## config.mk

```make
export PLATFORM = sky130hd
export DESIGN_NAME = dds_cfg_ctrl
export DESIGN_NICKNAME = d
export VERILOG_FILES = /design/src/rtl/dds_pkg.sv /design/src/rtl/dds_sweep_tick.sv /design/src/rtl/dds_cfg_ctrl.sv
export SDC_FILE = /design/constraint.sdc
export NUM_CORES = 1
export LEC_CHECK = 0
export CAP_MARGIN = 10
export CORE_UTILIZATION = 35
export CTS_CLUSTER_DIAMETER = 50
export DETAILED_ROUTE_END_ITERATION = 6
export RECOVER_POWER = 100
export SLEW_MARGIN = 20
export SYNTH_ARGS = -nofsm -noshare
export SYNTH_HDL_FRONTEND = slang
export SYNTH_SLANG_ARGS = --single-unit
```

## constraint.sdc

```tcl
create_clock -name clk -period 5.1 [get_ports clk]
set_input_delay 1.53 -clock clk [delete_from_list [all_inputs] [get_ports clk]]
set_output_delay 1.53 -clock clk [all_outputs]
set_load 0.1 [all_outputs]
```

## src/rtl/dds_pkg.sv

```systemverilog
// Shared opcode, FSM state and header-field definitions for the DDS
// command controller.
package dds_pkg;

   typedef enum logic [3:0] {
      NOP       = 4'd0,
      SET_FREQ  = 4'd1,
      SET_PHASE = 4'd2,
      SELECT    = 4'd3,
      LOAD      = 4'd4,
      SET_STEP  = 4'd5
   } op_e;

   typedef enum logic [2:0] {
      IDLE,
      PAYLOAD,
      LD_SETUP,
      LD_DATA,
      LD_END
   } state_e;

   localparam int OP_MSB = 31;
   localparam int OP_LSB = 28;
   localparam int CH_MSB = 27;
   localparam int CH_LSB = 24;
   localparam int IMM_W  = 12;

endpackage

```

## src/rtl/dds_sweep_tick.sv

```systemverilog
// Free-running prescaler: one-cycle o_tick every PRESCALE clocks.
// Used only when DDS_SWEEP_EN is defined.
module dds_sweep_tick #(
   parameter int PRESCALE = 50000
) (
   input  logic clk,
   input  logic dds_rstn_sync,
   output logic o_tick
);

   localparam int CW = $clog2(PRESCALE);

   logic [CW-1:0] r_cnt;
   logic          r_tick;
   logic          w_wrap;

   assign w_wrap = (r_cnt == CW'(PRESCALE - 1));
   assign o_tick = r_tick;

   always_ff @(posedge clk or negedge dds_rstn_sync) begin
      if (!dds_rstn_sync) begin
         r_cnt  <= '0;
         r_tick <= 1'b0;
      end else begin
         r_tick <= w_wrap;
         r_cnt  <= w_wrap ? '0 : r_cnt + 1'b1;
      end
   end

endmodule

```

## src/rtl/dds_cfg_ctrl.sv

```systemverilog
// Host command decoder and waveform-RAM load sequencer for the DDS core.
// Optional frequency sweep enabled by defining DDS_SWEEP_EN.
module dds_cfg_ctrl
   import dds_pkg::*;
#(
   parameter int HORIZON_RESOLUTION = 12,
   parameter int ADDER_LOWBIT       = 20,
   parameter int WAVE_STORE         = 2,
   parameter int SWEEP_PRESCALE     = 50000,
   localparam int PW  = HORIZON_RESOLUTION + ADDER_LOWBIT,
   localparam int NCH = 2**WAVE_STORE
) (
   input  logic                          clk,
   input  logic                          dds_rstn_sync,
   input  logic                          cmd_valid,
   output logic                          cmd_ready,
   input  logic [31:0]                   cmd_data,
   output logic                          busy,
   output logic                          load_done,
   output logic                          cmd_err,
   output logic [WAVE_STORE-1:0]         wave_sel,
   output logic [NCH*PW-1:0]             freq_ctrl,
   output logic [NCH*HORIZON_RESOLUTION-1:0] phase_ctrl,
   output logic                          wr_enable,
   output logic                          wr_valid,
   output logic [31:0]                   wr_data
);

   localparam int HR = HORIZON_RESOLUTION;
   localparam int NS = 2**HR;

   state_e                r_state, w_next;
   logic                  r_live;
   logic [3:0]            w_op_raw, w_ch_raw;
   logic [WAVE_STORE-1:0] w_ch, r_ch, r_sel, r_wave_sel;
   logic                  w_hs, w_ch_ok, w_op_ok, w_legal, w_last;
   logic                  w_is_freq, w_is_phase, w_is_sel;
   logic                  w_is_load, w_is_step, w_is_pay;
   logic                  r_is_step, w_freq_wr;
   logic [HR:0]           r_cnt;
   logic [PW-1:0]         r_freq [NCH];
   logic [HR-1:0]         r_phase [NCH];
   logic                  r_wr_en, r_wr_valid, r_load_done, r_cmd_err;
   logic [7:0]            r_wr_byte;

   assign w_hs      = cmd_valid & cmd_ready;
   assign w_op_raw  = cmd_data[OP_MSB:OP_LSB];
   assign w_ch_raw  = cmd_data[CH_MSB:CH_LSB];
   assign w_ch      = w_ch_raw[WAVE_STORE-1:0];
   assign w_ch_ok   = ({28'd0, w_ch_raw} < 32'(NCH));
   assign w_is_freq  = (op_e'(w_op_raw) == SET_FREQ);
   assign w_is_phase = (op_e'(w_op_raw) == SET_PHASE);
   assign w_is_sel   = (op_e'(w_op_raw) == SELECT);
   assign w_is_load  = (op_e'(w_op_raw) == LOAD);
   assign w_is_step  = (op_e'(w_op_raw) == SET_STEP);
   assign w_is_pay   = w_is_freq | w_is_step;
`ifdef DDS_SWEEP_EN
   assign w_op_ok = w_is_pay | w_is_phase | w_is_sel | w_is_load;
`else
   assign w_op_ok = w_is_freq | w_is_phase | w_is_sel | w_is_load;
`endif
   assign w_legal = w_op_ok & w_ch_ok;
   assign w_last  = (r_cnt == (HR+1)'(NS - 1));

   assign cmd_ready = r_live &
      (r_state inside {IDLE, PAYLOAD, LD_DATA});
   assign busy      = (r_state != IDLE);
   assign load_done = r_load_done;
   assign cmd_err   = r_cmd_err;
   assign wave_sel  = r_wave_sel;
   assign wr_enable = r_wr_en;
   assign wr_valid  = r_wr_valid;
   assign wr_data   = {24'd0, r_wr_byte};

   always_ff @(posedge clk or negedge dds_rstn_sync) begin
      if (!dds_rstn_sync) r_state <= IDLE;
      else                r_state <= w_next;
   end

   always_comb begin
      w_next = r_state;
      unique case (r_state)
         IDLE: begin
            if (w_hs && w_legal) begin
               unique case (1'b1)
                  w_is_pay:  w_next = PAYLOAD;
                  w_is_load: w_next = LD_SETUP;
                  default:   w_next = IDLE;
               endcase
            end
         end
         PAYLOAD:  if (w_hs) w_next = IDLE;
         LD_SETUP: w_next = LD_DATA;
         LD_DATA:  if (w_hs && w_last) w_next = LD_END;
         LD_END:   w_next = IDLE;
         default:  w_next = IDLE;
      endcase
   end

   // wave_sel jumps to the target during LD_SETUP so the DDS re-arms
   // its write base while wr_enable is still low.
   always_ff @(posedge clk or negedge dds_rstn_sync) begin
      if (!dds_rstn_sync) begin
         r_live      <= 1'b0;
         r_ch        <= '0;
         r_is_step   <= 1'b0;
         r_sel       <= '0;
         r_wave_sel  <= '0;
         r_cnt       <= '0;
         r_wr_en     <= 1'b0;
         r_wr_valid  <= 1'b0;
         r_wr_byte   <= '0;
         r_load_done <= 1'b0;
         r_cmd_err   <= 1'b0;
         for (int i = 0; i < NCH; i++) r_phase[i] <= '0;
      end else begin
         r_live      <= 1'b1;
         r_cmd_err   <= (r_state == IDLE) && w_hs && !w_legal;
         r_load_done <= (r_state == LD_END);
         r_wr_valid  <= (r_state == LD_DATA) && w_hs;
         r_wr_en     <= (w_next == LD_DATA) || (r_state == LD_DATA);
         if ((r_state == LD_DATA) && w_hs) r_wr_byte <= cmd_data[7:0];
         if ((r_state == IDLE) && w_hs && w_legal) begin
            r_ch      <= w_ch;
            r_is_step <= w_is_step;
            if (w_is_phase) r_phase[w_ch] <= cmd_data[HR-1:0];
            if (w_is_sel) begin
               r_sel      <= w_ch;
               r_wave_sel <= w_ch;
            end
            if (w_is_load) r_wave_sel <= w_ch;
         end
         if (r_state == LD_SETUP)
            r_cnt <= '0;
         else if ((r_state == LD_DATA) && w_hs)
            r_cnt <= r_cnt + 1'b1;
         if (r_state == LD_END) r_wave_sel <= r_sel;
      end
   end

   assign w_freq_wr = (r_state == PAYLOAD) && w_hs && !r_is_step;

`ifdef DDS_SWEEP_EN
   logic          w_tick;
   logic [PW-1:0] r_step [NCH];

   dds_sweep_tick #(
      .PRESCALE(SWEEP_PRESCALE)
   ) u_tick (
      .clk           (clk),
      .dds_rstn_sync (dds_rstn_sync),
      .o_tick        (w_tick)
   );
`else
   localparam int unused_prescale = SWEEP_PRESCALE;
`endif

   always_ff @(posedge clk or negedge dds_rstn_sync) begin
      if (!dds_rstn_sync) begin
         for (int i = 0; i < NCH; i++) begin
            r_freq[i] <= '0;
`ifdef DDS_SWEEP_EN
            r_step[i] <= '0;
`endif
         end
      end else begin
         for (int i = 0; i < NCH; i++) begin
            if (w_freq_wr && (r_ch == WAVE_STORE'(i)))
               r_freq[i] <= PW'(cmd_data);
`ifdef DDS_SWEEP_EN
            else if (w_tick)
               r_freq[i] <= r_freq[i] + r_step[i];
            if ((r_state == PAYLOAD) && w_hs && r_is_step &&
                (r_ch == WAVE_STORE'(i)))
               r_step[i] <= PW'(cmd_data);
`endif
         end
      end
   end

   for (genvar g = 0; g < NCH; g++) begin : g_out
      assign freq_ctrl[g*PW +: PW]  = r_freq[g];
      assign phase_ctrl[g*HR +: HR] = r_phase[g];
   end

endmodule

```

==> flow_summary_export.csv, run 1 <==
group,metric,value,unit
route,wire_per_inst,19.3,um
place,dp_slack,0.886,ns
grt,busiest_layer,"met2",
sta,max_freq,0.230,GHz
final_layout,multi_input_area,0.00289,mm2
grt,grt_use_met3,4.68,%
place,detailed_place_hpwl,14900,um
final_layout,ff_latch_area,0.00531,mm2
critical_path,crit_arrival,4.75,ns
logic_synthesis,synth.distinct_cells,48,
route,drt_iter0_drc,210,
run,drv_cap,1,
power_and_ir_drop,power,7.13,mW
critical_path,crit_fanout,23,
clock_tree,cts-resized-gates,0,
sta,slew_headroom,-98.5,%
run_status,violations,"max-capacitance violations, max-slew violations",
floorplanning,dieWidth,158,um
sta,period_needed,4.35,ns
clock_tree,postCtsSetupRepairBufs,0,
sta,tightest_slew,2.98,ns
sta,skew,0.0212,ns
grt,grt_usage,18.2,%
route,viasPerCell,4.79,
grt,grtUsageMet2,30.7,%
logic_synthesis,synthCells,560,
grt,grt_max_degree,116,
critical_path,end_kind,"flop",
logic_synthesis,ys_ff_latch,212,
sta,drv_slew,115,
floorplanning,dieArea,0.0248,mm2
sta,min_period_over_period,85.2,%
clock_tree,clock_sinks,212,
power_and_ir_drop,leakagePower,6.15,nW
floorplanning,rows,56,
grt,overflow,0,
hold_path,hp-class,"reg2reg",
final_layout,drive_above_1_share,28.3,%
clock_tree,clkTransAtPathRegs,0.05,ns
clock_tree,htreeDepth,1,
clock_tree,cts_hold_buf,0,
sta,hold_violations,0,
sta,finalWorstSetupSlack,0.754,ns
logic_synthesis,yosys_warnings,0,
logic_synthesis,ys.flop_type,"dfrtp_1",
route,first_pass_iters,4,
sta,fin_tns_setup,0,ns
logic_synthesis,synth-edff-count,0,
floorplanning,start_util,35.9,%
logic_synthesis,synth_area_per_cell,15.1,um2
power_and_ir_drop,power_density,598,mW/mm2
route,drc,0,
grt,grt_antenna_before_repair,0,
place,io_buffers,226,
grt,grt_pass1_wl,34400,um
floorplanning,ioPinCount,251,
clock_tree,tritoncts,"done",
critical_path,crit_path_start_kind,"primary input",
route,num_vias,5459,
critical_path,worst-setup-path-type,"in2reg",
clock_tree,cts_root_buf,"clkbuf_16",
run_status,outcome,"finished with violations",
logic_synthesis,syn-cell-area,0.00847,mm2
logic_synthesis,async_flop_share,100,%
grt,grtUsageMet1,22.3,%
floorplanning,core-area,0.0236,mm2
final_layout,syn_to_final_growth,40.8,%
clock_tree,cts_buffers,27,
power_and_ir_drop,irDropWorstVdd,0.000347,V
sta,rsz0062_at_grt,"no",
route,antenna_left,0,
logic_synthesis,ys_seq_area_share,62.6,%
final_layout,nets,835,
final_layout,fill_cells,2023,
critical_path,r2r_slack,1.83,ns
grt,grt_pass1_vias,5917,
clock_tree,cts_buffer_depth,3,
floorplanning,die_h,158,um
final_layout,antenna_cells,0,
clock_tree,clk_latency,0.54,ns
sta,setup_viol,0,
place,gp_congestion,0.786,
critical_path,crit_required,5.50,ns
route,routed_wl,22000,um
-- Yosys cell counts (8+ instances only) --
cell	count	area share [%]
nand2_1	9	0.40
mux2_2	173	23
buf_4	24	2.1
mux2_4	10	1.8
buf_2	15	0.89
dfrtp_1	212	63
nand3_1	10	0.59
nor2_1	13	0.58
xor2_1	8	0.83
nand4_1	9	0.66
clkbuf_1	8	0.35
-- final timing paths --
kind | from | end | depth (start not counted)
max in group asynchronous | dds_rstn_sync | freq_ctrl[91]$_DFFE_PN0P_ | 2
worst min-delay path | phase_ctrl[37]$_DFFE_PN0P_ | phase_ctrl[37]$_DFFE_PN0P_ | 1
worst max register to register | r_state[2]$_DFF_PN0_ | freq_ctrl[120]$_DFFE_PN0P_ | 5
worst max-delay path | cmd_valid | freq_ctrl[120]$_DFFE_PN0P_ | 6
min in group asynchronous | dds_rstn_sync | r_wr_byte[5]$_DFFE_PN0P_ | 1
worst min register to register | phase_ctrl[37]$_DFFE_PN0P_ | phase_ctrl[37]$_DFFE_PN0P_ | 1
-- sequential cells by signal (all words and copies together) (netlist names), 2 cells and up --
signal	cells
freq_ctrl	128
phase_ctrl	48
r_cnt	13
r_wr_byte	8
r_state	3
r_ch	2
r_sel	2
wave_sel	2
-- worst max-delay path, cell delays in order --
cell	delay, ns
dlygate4sd3_1	0.55
and4b_1	0.45
nor3b_1	0.47
nand3_1	0.59
clkbuf_2	0.67
mux2_2	0.46
-- metrics by stage --
step | area, um2 | util, % | std cells | hold WS (ns)
after global routing | 11900 | 50.5 | 1139 | 0.508
after global placement | 11000 | 46.7 | 1089 | 0.472
after detailed placement | 11000 | 46.7 | 1089 | 0.478
after floorplan | 8560 | - | 583 | 0.450
after CTS | 12000 | 50.9 | 1139 | 0.491
final | 11900 | 50.5 | 1139 | 0.483
-- routing by layer --
layer / vias to the layer above / wire length, um
li1: 2437 / -
met1: 2785 / 8860
met2: 188 / 11000
met3: 49 / 1310
met4: 0 / 839
met5: - / 0
-- placed cells by master, fill, tap and decap left out, types with 6 or more instances in the layout --
master and count:
dfrtp_1 212, dlygate4sd3_1 194, mux2_2 172, clkdlybuf4s50_1 31, clkbuf_16 27, conb_1 25
mux2_1 14, nor2_1 13, nand3_1 10, nand2_1 9, nand4_1 9, xor2_1 8
clkbuf_1 8, o21ai_0 6, bufinv_16 6
-- kinds of logic after synthesis --
kind of cell | share of synthesized area, %
flops | 62.6
mux | 25.3
simple gates | 5.49
buf+inv | 3.81
compound gates | 1.70
xor+xnor | 0.827
other cells | 0.0887
fa+ha+maj | 0.148
-- layout make-up --
| cell class | count | area share [%] |
|---|---|---|
| repair buffers | 236 | 19.4 |
| well taps | 319 | 3.35 |
| flip-flops and latches | 212 | 44.5 |
| multi-input cells | 319 | 24.2 |
| clock buffers | 34 | 6.22 |
| clock inverters | 16 | 2.20 |
| inverters | 3 | 0.0944 |
-- report_power, final --
group          internal [mW]  total [mW]  switching, mW
registers               1.95        2.09          0.140
clock network           1.35        2.09          0.747
logic                  0.566        2.95           2.38
Note: power is estimated with default switching activity, not from simulation.
==> run 2: changes to the inputs <==
CORE_UTILIZATION = 51   (was 35)
PLACE_DENSITY = 0.85   (was default)
==> run 2 against run 1 <==
Net effect: the flow still finishes with violations (max-capacitance violations, max-slew violations); combinational power barely moved; via count rose by 0.81%; first-iteration DRC count rose by 28%; flip-flop and latch count did not move; register-to-register slack improved by 0.03 ns; sequential share of layout area rose by 1.7 points; die area fell by 31%.
==> flow_summary_export.csv, run 2 (synthesis gave the netlist of run 1 again) <==
group,metric,value,unit
run_status,outcome,"finished with violations",
run_status,violations,"max-capacitance violations, max-slew violations",
sta,rsz0062_at_grt,"no",
clock_tree,cts_buffer_depth,3,
route,antenna_left,0,
clock_tree,cts_hold_buf,0,
critical_path,r2r_slack,1.86,ns
grt,grt_max_degree,109,
route,num_vias,5503,
final_layout,largest_register_ffs,128,
floorplanning,start_util,52.8,%
clock_tree,cts_root_buf,"clkbuf_16",
route,viasPerCell,5.37,
critical_path,crit_path_start_kind,"primary input",
place,detailed_place_hpwl,14900,um
sta,tightest_slew,2.68,ns
grt,grt_antenna_before_repair,0,
clock_tree,tritoncts,"done",
final_layout,final_common_cell,"dfrtp_1",
critical_path,crit_fanout,17,
place,io_buffers,226,
sta,slew_headroom,-78.6,%
clock_tree,cts-resized-gates,0,
clock_tree,cts_buffers,23,
clock_tree,postCtsSetupRepairBufs,0,
sta,min_period_over_period,84.9,%
route,wire_per_inst,21.3,um
floorplanning,dieArea,0.0171,mm2
run,drv_cap,1,
critical_path,end_kind,"flop",
floorplanning,ioPinCount,251,
clock_tree,clkTransAtPathRegs,0.06,ns
route,first_pass_iters,4,
hold_path,hp-class,"reg2reg",
critical_path,reg2reg_to,"freq_ctrl[102]$_DFFE_PN0P_",
sta,hold_violations,0,
power_and_ir_drop,power_density,574,mW/mm2
grt,grt_usage,26.4,%
critical_path,crit_arrival,4.72,ns
critical_path,r2r_cells,5,
clock_tree,clk_latency,0.50,ns
critical_path,rr_startpoint,"r_state[2]$_DFF_PN0_",
critical_path,cpMaxStageDelayCell,"nand3_1",
power_and_ir_drop,leakagePower,6.00,nW
final_layout,nets,831,
critical_path,crit_path_max_incr_delay,0.78,ns
clock_tree,clock_sinks,212,
grt,overflow,0,
sta,skew,0.0196,ns
critical_path,crit_path_end,"freq_ctrl[102]$_DFFE_PN0P_",
critical_path,crit_required,5.49,ns
final_layout,mostFrequentLayoutCells,"dfrtp_1, dlygate4sd3_1, mux2_2",
grt,grt_pass1_wl,33900,um
sta,fin_tns_setup,0,ns
floorplanning,die_h,131,um
route,drc,0,
floorplanning,dieWidth,131,um
clock_tree,htreeDepth,1,
power_and_ir_drop,irDropWorstVdd,0.000485,V
critical_path,cp_cell_sequence,"dlygate4sd3_1 -> and4b_1 -> nor3b_1 -> nand3_1 -> clkbuf_2 -> mux2_2",
final_layout,drive_above_1_share,26.8,%
grt,grt_pass1_vias,5946,
floorplanning,core-area,0.0161,mm2
critical_path,crit_start,"cmd_valid",
critical_path,worst-setup-path-type,"in2reg",
sta,period_needed,4.33,ns
final_layout,syn_to_final_growth,35.5,%
final_layout,antenna_cells,0,
sta,setup_viol,0,
sta,drv_slew,109,
route,routed_wl,21800,um
place,gp_congestion,0.864,
floorplanning,rows,46,
route,drt_iter0_drc,269,
power_and_ir_drop,power,6.59,mW
sta,max_freq,0.231,GHz
## run 2: cell count changes in the layout (fill, tap and decap cells not counted), moves of 2 or more
cell,change
clkbuf_8,+2
clkinv_2,-3
clkbuf_16,-4
clkbuf_1,+2
bufinv_16,-6
clkbuf_2,+2
## run 2: worst min path at each step
stage,startpoint,endpoint,slack [ns],depth (start not counted)
floorplan,r_cnt[12]$_DFFE_PN0P_,r_state[2]$_DFF_PN0_,0.45,1
global placement,r_cnt[12]$_DFFE_PN0P_,r_state[2]$_DFF_PN0_,0.47,1
detailed placement,r_cnt[12]$_DFFE_PN0P_,r_state[2]$_DFF_PN0_,0.48,1
CTS,r_cnt[12]$_DFFE_PN0P_,r_state[2]$_DFF_PN0_,0.50,1
global route,phase_ctrl[38]$_DFFE_PN0P_,phase_ctrl[38]$_DFFE_PN0P_,0.50,1
finish,phase_ctrl[38]$_DFFE_PN0P_,phase_ctrl[38]$_DFFE_PN0P_,0.48,1
## run 2: layout make-up
type / instances / area (um2)
repair buffers: 236 / 2300
well taps: 216 / 270
flip-flops and latches: 212 / 5310
clock inverters: 4 / 27.5
multi-input cells: 319 / 2880
inverters: 3 / 11.3
fillers: 1054 / 4580
clock buffers: 35 / 681
## run 2: through the flow
stage	hold slack (ns)	std cells	setup WS (ns)	area (um2)	utilization [%]
2_1_floorplan	0.450	583	0.635	8560	-
3_3_place_gp	0.474	986	1.08	10900	67.7
3_5_place_dp	0.477	986	0.890	10900	67.7
4_1_cts	0.498	1025	0.963	11600	72.1
5_1_grt	0.500	1025	0.481	11500	71.5
6_report	0.480	1025	0.769	11500	71.5
## run 2: worst max-delay path: cells and delay by family
family                 cells  cell delay (ns)
buffers and inverters      2             1.10
muxes                      1             0.39
and+or+nand+nor            3             1.69
## run 2: per-layer routing
metal  vias to the layer above  track usage (%)  wire length (um)
li1                       2428                -                 -
met1                      2835             32.3              8520
met2                       188             46.3             11400
met3                        52             5.58              1150
met4                         0             9.40               740
met5                         -                0                 0
## run 2: power by group
group	total, mW	switching, mW	internal [mW]
logic	2.94	2.38	0.564
registers	2.10	0.144	1.95
clock network	1.56	0.640	0.915
==> edit 1, RTL diff (settings of run 1) <==
The option `DDS_SWEEP_EN` is turned on by a define.
--- a/src/rtl/dds_cfg_ctrl.sv
+++ b/src/rtl/dds_cfg_ctrl.sv
@@ -1,4 +1,6 @@
 // Host command decoder and waveform-RAM load sequencer for the DDS core.
 // Optional frequency sweep enabled by defining DDS_SWEEP_EN.
+`define DDS_SWEEP_EN
+
 module dds_cfg_ctrl
    import dds_pkg::*;
Formal check against the unedited RTL: not equivalent (Yosys sat finds a counterexample within 4 cycles, from zero or initial values and one cycle with dds_rstn_sync low).
==> edit 1 against run 1 <==
- die area is 150% higher
- synthesized area grew to 2.5 times the old value
- clock skew is 0.0014 ns higher
- the run still ends with capacitance limit, slew limit left
- sequential power is 38% higher
- wire length grew to 3.0 times the old value
- critical endpoint is now phase_ctrl[22]
- total power is 2.3% lower
- via count grew to 3.1 times the old value
- sequential cell count is 145 higher
- register-to-register slack worse by 0.46 ns
- worst setup slack worse by 0.030 ns
- design area is 120% higher
- synthesized cell count grew to 3.9 times the old value
==> edit 1: results (changes against run 1) <==
[worst_setup_path]
crit_path_max_fanout=12  ; -48%
worstSetupEndpoint=phase_ctrl[22]
crit_path_top_delay_cell=dlygate4sd3_1
rr_worst_depth=11  ; +6
startpoint=cmd_data[26]
reg2reg_to=freq_ctrl[23]
arrival_ns=4.85  ; +0.10 ns
r2r_setup_slack_ns=1.37  ; -0.46 ns
slowest_delay_ns=0.56  ; -0.11 ns

[sta]
fin_ws_ns=0.7246  ; -0.02951 ns
fin_skew_ns=0.02257  ; +0.001414 ns
drv_slew=191  ; +66%
relSlewSlack_pct=-79.43  ; +19 points

[synth]
ys_seq_area_share_pct=42.15  ; -20 points
yosys-top-cells-count=357 x dfrtp_1, 208 x a21oi_1, 204 x nand2_1
async_flop_share_pct=100.0  ; unchanged
ys_top_cells_by_area=dfrtp_1 42%, mux2_2 9.8%, ha_1 7.4%

[cts]
cts_buffer_depth=3  ; unchanged
h-tree-depth=2  ; +1

[global_routing]
grt_max_degree=102  ; -12%
grt_pass1_vias=17060  ; +190%
grt_pass1_wl_um=100300  ; +190%
grt_util_all_layers_pct=21.31  ; +3.1 points
antenna_found_initial=2  ; +2

[power_and_ir_drop]
switchingPower_mw=1.739  ; -47%
pwr-share-seq_pct=41.5  ; +12 points
cellLeakagePower_nw=11.77  ; +91%
comb-power_mw=0.411  ; -86%
peakVddDrop_mv=0.2043  ; -41%

[drt]
drt_iter0_drc=1093  ; +420%
wl_per_cell_um=20.54  ; +6.2%
vias=17110  ; +210%
first_pass_iters=6  ; +2

[cells_and_area]
nets=2529  ; +200%
drive_gt1_share_pct=12.89  ; -15 points
insertedDiodeCount=0  ; unchanged

[flow_run]
drv_cap=4  ; +3

[place]
dpl_worst_slack_ns=0.4533  ; -0.4330 ns
place_hpwl_um=45120  ; +200%
routabilityCongestion=0.9052  ; +15%

[run_status]
status=complete, but fails checks
violations=capacitance limit, slew limit

[min_path]
holdPathEnd=u_tick.r_cnt[7]

==> edit 1: cell types whose count changed after synthesis, sizes merged, moves of 74 or more <==
cell    change
a21oi     +203
nand2     +195
dfrtp     +145
xnor2      +74
clkbuf     +86
a21o       +75
ha        +125
o21ai     +153
nor2      +130
==> edit 1: layout make-up <==
type	count	share of cell area, %
sequential	357	34.47
multi-input combinational	1656	44.73
inverter	36	0.5260
tap	773	3.730
clock inverter	25	1.293
clock buffer	69	5.535
timing repair buffer	262	9.723
==> edit 1: routing by layer <==
layer | GRT usage (%) | part of all wire, %
met5 | 0 | 0
met4 | 7.272 | 3.4
met3 | 4.988 | 7.3
met2 | 33.52 | 45
met1 | 28.63 | 44
==> edit 1: cells by family (layout without fill, tap and decap cells) <==
kind of cell,Yosys count,after routing,synth area share (%)
compound gates,581,581,16.71
xor+xnor,122,122,5.042
fa+ha+maj,130,130,7.817
buf+inv,172,392,3.483
flops,357,357,42.15
mux,247,247,12.76
other cells,2,25,0.03544
simple gates,551,551,12.00
==> edit 1: stage by stage <==
stage               total power [mW]  hold slack, ns  instance area, um2  util, %  instances
floorplan                      3.175          0.4444               21280        -       2185
global placement               3.360          0.4637               24250    40.78       3084
detailed placement             3.369          0.4701               24250    40.78       3084
CTS                            7.069          0.4893               26020    43.76       3178
global route                   7.205          0.5085               25930    43.61       3178
finish                         6.970          0.4862               25930    43.61       3178
==> edit 1: worst max-delay path: cells and delay by family <==
family	cells	cell delay (ns)
AND/OR/NAND/NOR	5	1.20
buffers and inverters	3	1.31
multiplexers	1	0.41
AO/OA/AOI/OAI	2	0.38
==> edit 2, RTL diff (flow settings as in run 1) <==
Made on the original files. Reset style: synchronous (`dds_rstn_sync`), changed in 3 clocked blocks.
--- a/src/rtl/dds_cfg_ctrl.sv
+++ b/src/rtl/dds_cfg_ctrl.sv
@@ -73,5 +73,5 @@
    assign wr_data   = {24'd0, r_wr_byte};
 
-   always_ff @(posedge clk or negedge dds_rstn_sync) begin
+   always_ff @(posedge clk) begin
       if (!dds_rstn_sync) r_state <= IDLE;
       else                r_state <= w_next;
@@ -100,5 +100,5 @@
    // wave_sel jumps to the target during LD_SETUP so the DDS re-arms
    // its write base while wr_enable is still low.
-   always_ff @(posedge clk or negedge dds_rstn_sync) begin
+   always_ff @(posedge clk) begin
       if (!dds_rstn_sync) begin
          r_live      <= 1'b0;
@@ -156,5 +156,5 @@
 `endif
 
-   always_ff @(posedge clk or negedge dds_rstn_sync) begin
+   always_ff @(posedge clk) begin
       if (!dds_rstn_sync) begin
          for (int i = 0; i < NCH; i++) begin
Behaviour: differs if dds_rstn_sync is asserted again (counterexample within 4 cycles, from zero or initial values and one cycle with dds_rstn_sync low); with dds_rstn_sync held inactive, the same outputs for 4 cycles.
==> edit 2 against run 1 <==
- the run still ends with capacitance limit, slew limit left
- wire length decreased by 3.2%
- critical path depth decreased by 1
- via count decreased by 0.64%
- sequential cell count unchanged
- register-to-register slack got worse by 0.03 ns
- maximum frequency decreased by 2.5%
- synthesized area decreased by 1.0%
- first-iteration DRC count increased by 18%
- design area decreased by 1.4%
- worst setup slack got worse by 0.11 ns
- critical path type unchanged
Power is not compared: it rests on default switching activity, and its combinational part moved more than twofold at a synthesized area within 25%.
==> edit 2: results (changes against run 1) <==
[cells_and_area]
nets=882  ; +5.6%
fin_cells=1186  ; +4.1%
drive_gt1_share_pct=6.120  ; -22 points
n_fill_cell=2089  ; +3.3%

[synth]
synth_edf_count=176  ; +176
async_flop_share_pct=0  ; -100 points
syn_inst=604  ; +7.9%
ys_seq_area_share_pct=71.65  ; +9.0 points
ys_top_cells_by_area=edfxtp_1 63%, and2_1 13%, dfxtp_1 8.6%
yosysWarnings=0  ; unchanged
yosysUniqueCellTypes=44  ; -8.3%
yosys-top-cells-count=176 x edfxtp_1, 175 x and2_1, 36 x dfxtp_1

[sta]
drv_slew=99  ; -14%
fin_skew_ns=0.01593  ; -0.005222 ns
relSlewSlack_pct=-41.26  ; +57 points

[worst_setup_path]
r2r_start=r_state[2]
arrival_ns=4.55  ; -0.20 ns
crit_path_max_fanout=32  ; +39%
slowest_delay_ns=1.47  ; +0.80 ns
crit_family=buffers and inverters
crit_path_top_delay_cell=clkbuf_1
startpoint=cmd_valid

[global_routing]
grt_pass1_vias=5345  ; -9.7%
grt_max_degree=33  ; -72%
grt_pass1_wl_um=31560  ; -8.2%
grt_util_all_layers_pct=17.17  ; -1.0 points

[place]
place_hpwl_um=14470  ; -2.8%
routabilityCongestion=0.7658  ; -2.5%
numPortBuffers=226  ; unchanged
dpl.cell_count=1136  ; +4.3%
dpl-instance-area_um2=11020  ; about the same

[drt]
first_pass_iters=4  ; unchanged
drt_iter0_drc=247  ; +18%
vias=5424  ; -0.64%
wl_per_cell_um=17.98  ; -7.0%

[flow_run]
drv_cap=3  ; +2

[power_and_ir_drop]
cellLeakagePower_nw=4.464

[min_path]
hold_path_startpoint=r_wr_byte[1]

[cts]
clk-insertion-delay-late_ns=0.52  ; -0.02 ns
cts_setup_buffers=0  ; unchanged
numCtsBuffers=27  ; unchanged
path_clk_slew_ns=0.06
cts_buffer_depth=3  ; unchanged

[run_status]
status=complete, but fails checks
violations=capacitance limit, slew limit

[edit 2: path summary, 6_finish.rpt]
path	slack, ns	to	cells past startpoint
max reg2reg	1.80	r_freq[3][17]	4
min	0.46	r_wr_byte[1]	2
min reg2reg	0.46	r_wr_byte[1]	2
max	0.64	r_freq[3][17]	5
[edit 2: area by class of cell]
cell class	count	area share [%]
Timing Repair Buffer	241	19.92
Clock buffer	36	6.182
Multi-Input combinational cell	360	18.30
Sequential cell	212	51.07
Tap cell	319	3.394
Inverter	4	0.1277
Antenna cell	1	0.02128
Clock inverter	13	0.9789
[edit 2: tightest hold or removal path, cell delays in order, from the launching register on]
cell and delay, ns:
dfxtp_1 0.31, nand2_1 0.05, a21oi_1 0.05
[edit 2: logic make-up after synthesis]
family | Yosys count | synth area share [%]
buf+inv | 55 | 3.687
xor+xnor | 5 | 0.5226
flops | 212 | 71.65
other cells | 1 | 0.04474
fa+ha+maj | 1 | 0.1493
simple gates | 281 | 20.41
compound gates | 49 | 3.538
[edit 2: through the flow]
stage	total power, mW	util, %	setup WS, ns	hold WS (ns)
floorplan	2.475	-	0.2036	0.4465
global placement	2.634	46.96	0.9055	0.4486
detailed placement	2.635	46.96	0.8417	0.4474
CTS	4.415	50.55	0.9490	0.4621
global route	4.486	50.09	0.4611	0.4811
finish	4.348	50.10	0.6424	0.4583
[edit 2: layer usage]
metal  global-route usage, %  vias to the layer above  share of wire (%)
li1                        -                     2567                  -
met1                   21.26                     2604                 42
met2                   29.19                      224                 48
met3                   4.514                       29                8.0
met4                   5.229                        0                2.0
met5                       0                        -                  0
[edit 2: power groups by stage]
stage	clock network [mW]	registers [mW]	logic, mW
detailed placement	0	1.97	0.665
floorplan	0	2.34	0.133
finish	1.78	1.93	0.639
global placement	0	1.97	0.664
CTS	1.82	1.93	0.665
global route	1.89	1.94	0.654
